### src/rtl/uart_tx_arbiter.sv
// Round-robin sequencer sharing one UART byte transmitter among NUM_REQ requesters.
// Grant to send_en takes 2 edges; each requester holds req until its ack (a timed-out one may keep waiting).
module uart_tx_arbiter #(
  parameter int NUM_REQ     = 4,
  parameter int ID_W        = 2,
  parameter int DATA_W      = 8,
  parameter int TIMEOUT_CYC = 600000
) (
  input  logic                      clk,
  input  logic                      rst_n,
  input  logic [NUM_REQ-1:0]        req,
  input  logic [NUM_REQ*DATA_W-1:0] req_data,
  output logic [NUM_REQ-1:0]        ack,
  output logic                      timeout_err,
  output logic                      busy,
  output logic [ID_W-1:0]           grant_id,
  output logic                      send_en,
  output logic [DATA_W-1:0]         data_byte,
  input  logic                      tx_done
);

  localparam int              CNT_W    = $clog2(TIMEOUT_CYC + 1);
  localparam logic [CNT_W-1:0] CNT_LAST = CNT_W'(TIMEOUT_CYC - 1);
  localparam logic [ID_W-1:0]  ID_LAST  = ID_W'(NUM_REQ - 1);

  typedef enum logic [1:0] {IDLE, LOAD, WAIT, RELEASE} state_t;

  state_t              state, state_nxt;
  logic [ID_W-1:0]     ptr, ptr_nxt;
  logic [CNT_W-1:0]    cnt, cnt_nxt;
  logic [NUM_REQ-1:0]  ack_nxt;
  logic                timeout_nxt;
  logic                busy_nxt;
  logic [ID_W-1:0]     grant_nxt;
  logic                send_nxt;
  logic [DATA_W-1:0]   data_nxt;

  logic [DATA_W-1:0]   req_bytes [NUM_REQ];
  logic                found;
  logic [ID_W-1:0]     sel;
  logic [ID_W-1:0]     cand;
  logic [ID_W-1:0]     next_id;

  for (genvar g = 0; g < NUM_REQ; g++) begin : g_unpack
    assign req_bytes[g] = req_data[g*DATA_W +: DATA_W];
  end

  // Scan ptr, ptr+1, ... with wrap at NUM_REQ; first set req wins.
  always_comb begin
    found = 1'b0;
    sel   = '0;
    cand  = ptr;
    for (int i = 0; i < NUM_REQ; i++) begin
      if (!found && req[cand]) begin
        found = 1'b1;
        sel   = cand;
      end
      cand = (cand == ID_LAST) ? '0 : cand + ID_W'(1);
    end
  end

  assign next_id = (grant_id == ID_LAST) ? '0 : grant_id + ID_W'(1);

  always_comb begin
    state_nxt   = state;
    ptr_nxt     = ptr;
    cnt_nxt     = cnt;
    ack_nxt     = '0;
    timeout_nxt = 1'b0;
    busy_nxt    = busy;
    grant_nxt   = grant_id;
    send_nxt    = 1'b0;
    data_nxt    = data_byte;
    unique case (state)
      IDLE: begin
        if (found) begin
          grant_nxt = sel;
          data_nxt  = req_bytes[sel];
          busy_nxt  = 1'b1;
          state_nxt = LOAD;
        end
      end
      LOAD: begin
        send_nxt  = 1'b1;
        cnt_nxt   = '0;
        state_nxt = WAIT;
      end
      WAIT: begin
        cnt_nxt = cnt + CNT_W'(1);
        // A tx_done seen while send_en is still high belongs to an earlier frame.
        if (tx_done && !send_en) begin
          ack_nxt[grant_id] = 1'b1;
          ptr_nxt           = next_id;
          state_nxt         = RELEASE;
        end else if (cnt == CNT_LAST) begin
          timeout_nxt = 1'b1;
          ptr_nxt     = next_id;
          state_nxt   = RELEASE;
        end
      end
      RELEASE: begin
        busy_nxt  = 1'b0;
        state_nxt = IDLE;
      end
      default: state_nxt = IDLE;
    endcase
  end

  always_ff @(posedge clk) begin
    if (!rst_n) begin
      state       <= IDLE;
      ptr         <= '0;
      cnt         <= '0;
      ack         <= '0;
      timeout_err <= 1'b0;
      busy        <= 1'b0;
      grant_id    <= '0;
      send_en     <= 1'b0;
      data_byte   <= '0;
    end else begin
      state       <= state_nxt;
      ptr         <= ptr_nxt;
      cnt         <= cnt_nxt;
      ack         <= ack_nxt;
      timeout_err <= timeout_nxt;
      busy        <= busy_nxt;
      grant_id    <= grant_nxt;
      send_en     <= send_nxt;
      data_byte   <= data_nxt;
    end
  end

endmodule

### config.mk
export PLATFORM = sky130hd
export DESIGN_NAME = uart_tx_arbiter
export DESIGN_NICKNAME = d
export VERILOG_FILES = /design/src/rtl/uart_tx_arbiter.sv
export SDC_FILE = /design/constraint.sdc
export NUM_CORES = 1
export LEC_CHECK = 0
export BUFFER_PORTS_ARGS = -buffer_cell sky130_fd_sc_hd__buf_2
export CAP_MARGIN = 20
export CORE_AREA = 3 3 79 81
export DETAILED_ROUTE_END_ITERATION = 7
export DIE_AREA = 0 0 82 84
export GPL_TIMING_DRIVEN = 1
export HOLD_SLACK_MARGIN = 0.15
export PLACE_DENSITY = 0.67
export SYNTH_ARGS = -nofsm -noshare
export SYNTH_HDL_FRONTEND = slang
export SYNTH_SLANG_ARGS = --single-unit
### constraint.sdc
create_clock -name clk -period 3.3 [get_ports clk]
set_input_delay 0.165 -clock clk [delete_from_list [all_inputs] [get_ports clk]]
set_output_delay 0.165 -clock clk [all_outputs]
set_load 0.02 [all_outputs]
; ---- Yosys cells after proc, flatten, opt, wreduce, memory -nomap -nowiden
; Index checks and enable logic that the tools add are counted.
[word_totals]
wordCells = 89
ff_bits = 41
[op_classes]
n_mux = 36
n_reduce_logical = 19
add_sub_neg = 5
n_bitwise = 3
n_lt_le_gt_ge = 7
eq_ne = 10
[op_table]
columns = cell, count
row1 = 20-bit one-hot mux with 2 select lines, 1
row2 = 2-bit two-way mux, 13
row3 = 20-bit by 1-bit adder with 20-bit output (second input constant), 1
row4 = 20-bit equality test (second input constant), 1
row5 = 8-bit binary-select mux with 2-bit select, 1
row6 = 8-bit two-way mux, 2
row7 = 2-bit by 3-bit less-than comparator with 1-bit output (second input constant), 5
row8 = 2-bit equality test (second input constant), 6
row9 = 1-bit two-way mux, 12
row10 = 2-bit by 1-bit adder with 2-bit output (second input constant), 4
row11 = 1-bit binary-select mux with 2-bit select, 4
row12 = 2-bit one-hot mux with 4 select lines, 1
row13 = 2-bit AND reduction, 4
row14 = 2-bit nonzero test, 3
row15 = 1-bit logical AND, 5
row16 = 1-bit zero test, 4
row17 = 3-bit greater-or-equal comparator (second input constant), 1
row18 = 3-bit inequality test (second input constant), 1
row19 = 2-bit inverter with 3-bit output, 1
row20 = 3-bit AND reduction, 1
row21 = 3-bit OR reduction, 1
row22 = 1-bit demux with 2-bit select, 1
row23 = 2-bit by 1-bit equality test with 1-bit output (second input constant), 1
row24 = 2-bit by 1-bit greater-or-equal comparator with 1-bit output (second input constant), 1
row25 = other kinds (4), 5

; ---- Depth between registers and ports, before layout
[logic_depth]
ltp_word = 16
mapped_depth = 9
depth_no_buf = 8

; ---- Least setup slack after synthesis
; Ideal clock, no wire load.
[synth_path]
path_type = register -> register
startpoint = register ptr[0]
endpoint = register data_byte[0]
t_arrival_ps = 2330
setup_time_ps = 73
path_slack_ps = 897
path_stages_with_launch = 10
path_cell_list = dfxtp_1 > ha_1 > clkbuf_1 > mux2_2 > nor4_1 > a221o_2 > a21oi_4 > or4_1 > buf_6 > o211ai_2
[synth_via]
elab_chain_cells = 16
[synth_lines]
columns = item, line_no
row1 = from (decl), 29  ; logic [ID_W-1:0] ptr, ptr_nxt;
row2 = from (signal assigned), 122  ; ptr <= ptr_nxt;
row3 = "parallel branches: the longest is 16 deep, another holds 2-bit by 1-bit adder with 2-bit output", n/a
row4 = to (signal assigned), 129  ; data_byte <= data_nxt;
row5 = to (decl), 18  ; output logic [DATA_W-1:0] data_byte,
; Several ways; the timed one is not identified. The select of a mux whose other input is x is not followed.
; A chain may end at the register's enable or synchronous reset.

; ---- Worst setup path after layout
[layout_path]
startpoint = register ptr[0]
endpoint = register grant_id[0]
[layout_via]
elab_chain_cells = 13
[layout_lines]
columns = item, line_no
row1 = "parallel branches: the longest is 13 deep, another holds 2-bit by 1-bit adder with 2-bit output", n/a
row2 = to (signal assigned), 127  ; grant_id <= grant_nxt;
row3 = to (decl), 16  ; output logic [ID_W-1:0] grant_id,
; Several ways; the timed one is not identified. The select of a mux whose other input is x is not followed.

==> flow_metrics.tcl <==
set metrics [dict create \
    status "completed" \
    hold_class "primary input to register" \
    via_per_inst 5.53 \
    core_um2 5540 \
    synth_warnings 0 \
    maxCapViolCount 0 \
    ys_ff_latch 41 \
    wire_per_inst_um 14.0 \
    switching_share_pct 39.6 \
    cp_num_buf_inv 0 \
    drt_iter0_drc 94 \
    layout_min_cycle_time_ns 2.87 \
    cpMaxStageDelayCell "dfxtp_1" \
    cts_buffers 5 \
    worstSkewPairLatency_ns 0.29 \
    antenna_found_initial 0 \
    initial_utilization_pct 45.1 \
    ir_drop_mv 0.332 \
    skew_ns 0.00467 \
    cts-htree-levels 2 \
    hold_viol 0 \
    cts_root_buf "clkbuf_8" \
    post-route-util_pct 52.3 \
    synth_cell_types 53 \
    pwr_density_cell_nw_per_um2 588 \
    instances_no_fill 405 \
    die_h_um 84 \
    dp_hpwl_mm 4.30 \
    drc 0 \
    drive_above_1_share_pct 24.3 \
    post-route-period-util_pct 87.1 \
    postSynthCellCount 283 \
    drv_slew 0 \
    worst_setup_path_end_kind "register" \
    syn_area_per_cell_um2 8.83 \
    vias 2238 \
    die_x_um 82 \
    port_buffers 55 \
    slew_headroom_pct 42.2 \
    ctsResizeCount 0 \
    p_leak_nw 1.20 \
    setup_tns_ns 0 \
    wirelength_mm 5.68 \
    finalSetupViolCount 0 \
    placementRows 27 \
    synth_area_leaders "dfxtp_1 (33%), ha_1 (5.5%), mux2i_1 (4.4%)" \
    clock.fmax_mhz 348 \
    nets 383 \
    clock-sinks 41 \
    io_pins 56 \
    grt_pass1_vias 2120 \
    path_cells "ha_1 -> nand2b_1 -> a21oi_1 -> o21ai_1 -> nand3_1 -> mux2_2 -> nor2_1" \
    cp_top_family "simple AND/OR/NAND/NOR gates" \
    synth_edf_count 0 \
    switchingPower_w 0.000676 \
    cts.clk_slew.worst_paths_ns 0.07 \
    grt_max_degree 19 \
    final_antenna_net_count 0 \
    grt-ovfl-total 0 \
    whs_ns 0.174 \
    worstMarginPinSlew_ns 0.860 \
    syn_area_um2 2500 \
    syn_to_final_growth_pct 16.0 \
    slowest_delay_ns 0.58 \
    gp_congestion 0.943 \
    firstDrtPassIters 4 \
    seqPwrFrac_pct 37.7 \
    diodes 0 \
    die_area_um2 6890 \
    max-clock-path-buffers 2 \
    crit_required_ns 3.53 \
    ys.flop_type "dfxtp_1" \
    dp.cells 398 \
    cts_setup_buffers 0 \
    synth_nets 333 \
    combPwrFrac_pct 43.4 \
    fill_cells 561 \
    ys_async_sr_fraction_pct 0 \
    rsz0062_at_grt "false" \
    cts_tree "yes" \
    ys_seq_area_share_pct 32.8 \
    power.internal_w 0.00103 \
    yosysTopAreaCell "dfxtp_1" \
    worst_ep_arrival_time_ns 3.10 \
    track_usage_pct 18.1 \
    clkPwrFrac_pct 18.9 \
    synth_top_area_share_pct 32.8 \
    critPathLaunchType "register" \
    grt_pass1_wl_mm 9.93 \
    critical_path_class "register to register" \
    critPathMaxFanout 13 \
    ctsHoldBuffers 0 \
]
[power groups by stage]
stage          logic, W  clock network [W]  registers [W]
6_report       0.000741           0.000322       0.000643
5_1_grt        0.000825           0.000355       0.000657
3_3_place_gp   0.000734                  0       0.000653
4_1_cts        0.000744           0.000334       0.000643
2_1_floorplan  0.000469                  0       0.000716
3_5_place_dp   0.000745                  0       0.000650
[routing by layer]
metal	wire, um	track usage, %	vias up	share of wire, %
met1	2810	25.7	1022	49
met4	76	4.38	0	1.3
met3	371	5.83	9	6.5
li1	-	-	1143	-
met2	2420	26.2	64	43
met5	0	0	-	0
[path summary, 6_finish.rpt]
kind,from,depth (start not counted),to,slack (ns)
min reg2reg,cnt[1],2,cnt[1],0.49
max reg2reg,ptr[0],7,grant_id[0],0.43
max,ptr[0],7,grant_id[0],0.43
min,req_data[2],3,data_byte[2],0.17
[layout by cell type, fill, tap and decap left out, types with 7 or more instances in the layout]
cell / instances
a21oi_1: 13
and2_1: 7
and4_1: 9
buf_2: 55
dfxtp_1: 41
ha_1: 11
mux2i_1: 11
nand2_1: 19
nand2b_1: 8
nand3_1: 15
nor2_1: 27
o211ai_2: 8
o221ai_1: 8
o31a_1: 8
xor2_1: 12
[synthesized netlist by cell type (5+ instances only)]
| library cell | count |
|---|---|
| o31a_1 | 8 |
| and3_1 | 6 |
| o211ai_2 | 8 |
| nand2b_1 | 8 |
| nand4_1 | 5 |
| clkbuf_1 | 11 |
| xor2_1 | 12 |
| nor2_1 | 27 |
| and2_1 | 7 |
| dfxtp_1 | 41 |
| a21oi_1 | 13 |
| and4_1 | 9 |
| mux2i_1 | 11 |
| nand2_1 | 19 |
| ha_1 | 11 |
| nand3_1 | 15 |
| inv_1 | 6 |
| or3_1 | 6 |
| o221ai_1 | 8 |
[metrics by stage]
step                      setup slack (ns)  cell area [um2]  total power [W]
after global routing                 0.189             2900          0.00184
after floorplan                      0.897             2500          0.00119
final                                0.426             2900          0.00171
after CTS                            0.434             2900          0.00172
after detailed placement             0.458             2810          0.00139
after global placement               0.511             2810          0.00139
[flip-flops by register name, summed over array words and instances, names as in the netlist]
name         count
send_en          1
grant_id         2
ptr              2
state            2
cnt             20
busy             1
data_byte        8
timeout_err      1
ack              4
[final cells by class]
| cell class | instances | area (um2) | share of cell area (%) |
|---|---|---|---|
| Clock buffer | 7 | 86.3 | 2.98 |
| Inverter | 7 | 26.3 | 0.906 |
| Multi-Input combinational cell | 220 | 1580 | 54.4 |
| Sequential cell | 41 | 821 | 28.3 |
| Tap cell | 72 | 90.1 | 3.11 |
| Timing Repair Buffer | 58 | 298 | 10.3 |
[worst min-delay path, stage by stage]
cell	delay (ns)
buf_2	0.07
mux2i_1	0.07
o211ai_2	0.12
[cells by family after synthesis]
| logic type | count (synthesis) | share of synthesized area (%) |
|---|---|---|
| AND/OR/NAND/NOR | 121 | 26.8 |
| AO/OA/AOI/OAI | 58 | 18.8 |
| flip-flops | 41 | 32.8 |
| buffers and inverters | 22 | 4.00 |
| multiplexers | 16 | 7.11 |
| XOR/XNOR | 14 | 4.91 |
| adder cells (fa/ha/maj) | 11 | 5.51 |
Note: power is estimated with default switching activity, not from simulation.
